### src/rtl/tff_counter_pkg.sv
// Shared definitions for the modulo-N T flip-flop counter.
// Latency: n/a (types, constants and elaboration-time helpers only).
// Backpressure: n/a.
package tff_counter_pkg;

  // Encodings of the up_dn input.
  localparam logic DIR_UP   = 1'b1;
  localparam logic DIR_DOWN = 1'b0;

  localparam int MAX_WIDTH = 16;

  // Largest count value (MODULUS-1), computed in int and then narrowed.
  // The result always fits MAX_WIDTH bits because MODULUS <= 2^MAX_WIDTH.
  function automatic logic [MAX_WIDTH-1:0] terminal_value(input int modulus);
    return MAX_WIDTH'(modulus - 1);
  endfunction

  // True when WIDTH and MODULUS describe a buildable counter.
  function automatic bit params_ok(input int width, input int modulus);
    return (width >= 1) && (width <= MAX_WIDTH) &&
           (modulus >= 2) && (modulus <= (1 << width));
  endfunction

endpackage

### src/rtl/tff_cell.sv
// Single T flip-flop cell with registered true and complement outputs.
// Latency: 1 clk from t to q/q_n.
// Backpressure: none.
// Ports: clk, reset (sync, active-high), t (toggle), q, q_n.
module tff_cell (
  input  logic clk,
  input  logic reset,
  input  logic t,
  output logic q,
  output logic q_n
);

  // q_n gets its own flop so it is a true register, not an inverter on q.
  always_ff @(posedge clk) begin
    if (reset) begin
      q   <= 1'b0;
      q_n <= 1'b1;
    end else begin
      q   <= q ^ t;
      q_n <= ~(q ^ t);
    end
  end

endmodule

### src/rtl/tff_counter.sv
// Modulo-MODULUS up/down counter with parallel load, built from T flip-flop cells.
// Latency: 1 clk from load/en to q/q_n; tc combinational; wrap/load_err lag 1 clk.
// Backpressure: none; every enabled edge is consumed.
// Ports: clk, reset (sync, active-high), en, up_dn, load, load_val -> q, q_n, tc, wrap, load_err.
module tff_counter
  import tff_counter_pkg::*;
#(
  parameter int WIDTH   = 4,
  parameter int MODULUS = 16
) (
  input  logic             clk,
  input  logic             reset,
  input  logic             en,
  input  logic             up_dn,
  input  logic             load,
  input  logic [WIDTH-1:0] load_val,
  output logic [WIDTH-1:0] q,
  output logic [WIDTH-1:0] q_n,
  output logic             tc,
  output logic             wrap,
  output logic             load_err
);

  if (!params_ok(WIDTH, MODULUS)) begin : g_param_error
    $error("tff_counter: illegal WIDTH/MODULUS combination");
  end

  localparam logic [MAX_WIDTH-1:0] TERM_FULL = terminal_value(MODULUS);
  localparam logic [WIDTH-1:0]     TERM      = TERM_FULL[WIDTH-1:0];

  wire  [WIDTH-1:0] q_cells;
  wire  [WIDTH-1:0] q_n_cells;
  logic [WIDTH-1:0] next_q;
  logic             load_in_range;

  // TERM equals MODULUS-1 at WIDTH bits, so <= TERM is the same as < MODULUS
  // without needing a WIDTH+1-bit compare.
  assign load_in_range = (load_val <= TERM);

  // Out-of-range states (only reachable via X) fall into the >= TERM branch
  // when counting up, so they wrap to 0; counting down they simply decrement.
  always_comb begin
    next_q = q_cells;
    if (reset) begin
      next_q = '0;
    end else if (load) begin
      next_q = load_in_range ? load_val : TERM;
    end else if (en) begin
      if (up_dn == DIR_UP) begin
        next_q = (q_cells >= TERM) ? '0 : q_cells + WIDTH'(1);
      end else begin
        next_q = (q_cells == '0) ? TERM : q_cells - WIDTH'(1);
      end
    end
  end

  // Each cell toggles exactly the bits that change.
  for (genvar i = 0; i < WIDTH; i++) begin : g_cell
    tff_cell u_cell (
      .clk   (clk),
      .reset (reset),
      .t     (next_q[i] ^ q_cells[i]),
      .q     (q_cells[i]),
      .q_n   (q_n_cells[i])
    );
  end

  assign q   = q_cells;
  assign q_n = q_n_cells;

  assign tc = ~reset & en &
              (((up_dn == DIR_UP)   & (q_cells == TERM)) |
               ((up_dn == DIR_DOWN) & (q_cells == '0)));

  always_ff @(posedge clk) begin
    if (reset) begin
      wrap     <= 1'b0;
      load_err <= 1'b0;
    end else begin
      wrap     <= tc & ~load;
      load_err <= load & ~load_in_range;
    end
  end

endmodule

### config.mk
export PLATFORM = sky130hd
export DESIGN_NAME = tff_counter
export DESIGN_NICKNAME = d
export VERILOG_FILES = /design/src/rtl/tff_counter_pkg.sv /design/src/rtl/tff_cell.sv /design/src/rtl/tff_counter.sv
export SDC_FILE = /design/constraint.sdc
export NUM_CORES = 1
export LEC_CHECK = 0
export BUFFER_PORTS_ARGS = -buffer_cell sky130_fd_sc_hd__buf_2
export CORE_AREA = 3 3 40 42
export CTS_BUF_LIST = sky130_fd_sc_hd__clkbuf_2 sky130_fd_sc_hd__clkbuf_4 sky130_fd_sc_hd__clkbuf_8
export DETAILED_ROUTE_END_ITERATION = 12
export DIE_AREA = 0 0 43 45
export HOLD_SLACK_MARGIN = 0.08
export PLACE_DENSITY = 0.79
export SLEW_MARGIN = 20
export SYNTH_ARGS = -nofsm -noshare
export SYNTH_HDL_FRONTEND = slang
export SYNTH_SLANG_ARGS = --single-unit
### constraint.sdc
create_clock -name clk -period 2 [get_ports clk]
set_input_delay 0.1 -clock clk [delete_from_list [all_inputs] [get_ports clk]]
set_output_delay 0.1 -clock clk [all_outputs]
set_load 0.05 [all_outputs]
==> run metrics <==
Max Cap Viol 0; Seq pwr share 40.7%; Layout Cells excl Fill 90; CP Launch Type register; Hold Path End g_cell[1].u_cell.q$_SDFF_PP0_; Synth warnings 0; via/cell ratio 5.54; Core ar. 1280 sq um; CP peak stage delay 0.48 ns; Worst path slowest cell dfxtp_1; Lkg Pwr 0.298 nW; Cells after DPL 86; Initial Utilization 47.5%; global route total overflow 0; critical path's top delay family flip-flops; asr flop ratio synth 0%; Net Switching 0.185 mW; Hold Path Origin load_val[1]; number of fill cells 128; area share of the largest cell type after synthesis 29.5%; RR Startpoint g_cell[0].u_cell.q$_SDFF_PP0_; clock root cell clkbuf_4; area occupied by multi-input gates 323 sq um; predominant post-synthesis flop cell dfxtp_1; initial antenna violation count 0; Port Buffers 18; Final min period 1.76 ns; DRC viols 0; DR WL/cell 12.9 um; Crit. End Element output port; Detailed Route WL 1.16 mm; Worst Hold Depth 3; Final HPWL DP 900 um; outcome finished clean; ANT cells 0; vias in the first global route 447; Buffers & Inverters on Critical Path 2; data arrival time of the critical path 1.66 ns; Peak VDD IR 0.000268 V; HP Class input pin to register; DR iter-0 viols 5; TritonCTS clock tree done; commonest cells in the netlist buf_4 (9), dfxtp_1 (9), inv_1 (6); die footprint 1940 sq um; final setup vio count 0; FF-to-FF End g_cell[1].u_cell.q_n$_SDFF_PP1_; Post-Route Setup TNS 0 ns; sequential area share after synthesis 29.5%; Reg2Reg Depth 5; Clock Latency Late Sink 0.25 ns; total iterations of the first detailed-routing run 4; area grow syn2layout 9.22%; post-route ant nets 0; Gate power share 31.0%; Worst R2R Setup Slack 0.42 ns; RSZ-0062 raised after global routing no; syn_nets 77; Crit Path Category register to output port; critical path required time 1.90 ns; Fmax 0.567 GHz; post-synth top area cell dfxtp_1; Synth area leaders dfxtp_1 (30%), buf_4 (11%), ha_1 (4.1%), nor4b_4 (3.9%), buf_6 (3.7%); EDFF count, synth 0; Post-CTS Setup Bufs 0; Synth cell types 36; total CTS buffers 3; clock skew 0.00419 ns; Final period util 88.2%; gr usage total 12.6%; row count 13; Via Count 499; fin util 51.9%; clk buf depth 2; Reg clk slew, reported paths 0.06 ns; FF+latch area 180 sq um; H-tree depth 1; DIE HEIGHT 45 um; worst-path maximum fanout 7; Clock power frac 28.4%; Final Slew Violations 0; # clock sinks 9; Switching Fraction 35.3%; Avg Cell Area, Syn 9.25 sq um; global-route wire length before repair 1.84 mm; pwr/cell area 785 nW/um^2; final hold vios 0; Synth Instances 66; worst-path cell chain inv_1 -> ha_1 -> nor3b_2 -> o21ai_2 -> a211oi_2 -> buf_4; io pins 20; Power Internal 0.339 mW; Die W 43 um; Synth Cell Area 611 sq um; largest net degree at the start of global routing 11; fin nets 87; CTS Hold Bufs 0; GP Congestion 0.799; share of cells above drive strength 1 38.7%; #FFs+latches synth 9
-- power by group through the flow --
stage	logic, mW	registers, mW	clock network, mW
after floorplan	0.156	0.209	0
final	0.162	0.213	0.149
after global routing	0.172	0.216	0.165
after detailed placement	0.158	0.217	0
after CTS	0.159	0.212	0.154
after global placement	0.156	0.216	0
-- through the flow --
stage,hold slack (ns),instance area (sq um),worst slack (ns),total power [mW]
finish,0.117,667,0.235,0.524
global route,0.122,667,0.0830,0.553
CTS,0.118,656,0.000691,0.526
detailed placement,0.378,626,0.296,0.374
global placement,0.370,626,0.364,0.371
floorplan,0.179,616,0.215,0.364
-- what timing repair did --
| item | 4_1_cts | 5_1_grt |
|---|---|---|
| resized for setup | 0 | 5 |
| endpoints found under the setup margin | 0 | 1 |
| endpoints found under the hold margin | 0 | 0 |
-- how the worst max path moves through the flow --
stage | from | cells past startpoint | slack (ns) | end
after floorplan | g_cell[0].u_cell.q$_SDFF_PP0_ | 5 | 0.21 | tc
after global placement | g_cell[0].u_cell.q$_SDFF_PP0_ | 6 | 0.36 | tc
after detailed placement | g_cell[0].u_cell.q$_SDFF_PP0_ | 6 | 0.30 | tc
after CTS | g_cell[0].u_cell.q$_SDFF_PP0_ | 6 | 0.0007 | tc
after global routing | g_cell[0].u_cell.q$_SDFF_PP0_ | 6 | 0.08 | tc
final | g_cell[1].u_cell.q$_SDFF_PP0_ | 6 | 0.24 | tc
-- final cells by class --
cell class                      count  area share (%)
Timing Repair Buffer               18            13.9
Multi-Input combinational cell     38            48.4
Inverter                            6            3.38
Clock buffer                        4            4.50
Tap cell                           15            2.81
Sequential cell                     9            27.0
-- logic make-up (layout without fill, tap and decap cells) --
| logic type | count (synthesis) | count (layout) | share of synthesized area (%) |
|---|---|---|---|
| buffers and inverters | 19 | 28 | 19.9 |
| AO/OA/AOI/OAI | 17 | 17 | 22.3 |
| AND/OR/NAND/NOR | 15 | 15 | 19.1 |
| flip-flops | 9 | 9 | 29.5 |
| adder cells (fa/ha/maj) | 2 | 2 | 4.10 |
| XOR/XNOR | 2 | 2 | 2.87 |
| other | 1 | 1 | 0.614 |
| multiplexers | 1 | 1 | 1.64 |
-- state kept, by name, summed over array words and instances, names as in the netlist --
| name | flops |
|---|---|
| wrap | 1 |
| g_cell.u_cell.q_n | 4 |
| g_cell.u_cell.q | 4 |
-- layer usage --
layer  wire [um]  track usage (%)
met1         479             15.5
met4          25             9.04
met3          80             2.39
met5           0                0
met2         576             19.8
-- cells in the final DEF (no fill, tap or decap), drive strengths merged, types with 2 or more instances in the layout --
| cell | n |
|---|---|
| ha | 2 |
| xnor2 | 2 |
| nor3 | 2 |
| a2111oi | 2 |
| o31a | 2 |
| nor2b | 2 |
| a21oi | 3 |
| dfxtp | 9 |
| clkbuf | 4 |
| o31ai | 2 |
| buf | 18 |
| a211oi | 2 |
| inv | 6 |
-- worst min-delay path: stages --
cell    delay, ns
buf_2        0.07
nor2_1       0.03
nor3_1       0.11
Note: power is estimated with default switching activity, not from simulation.
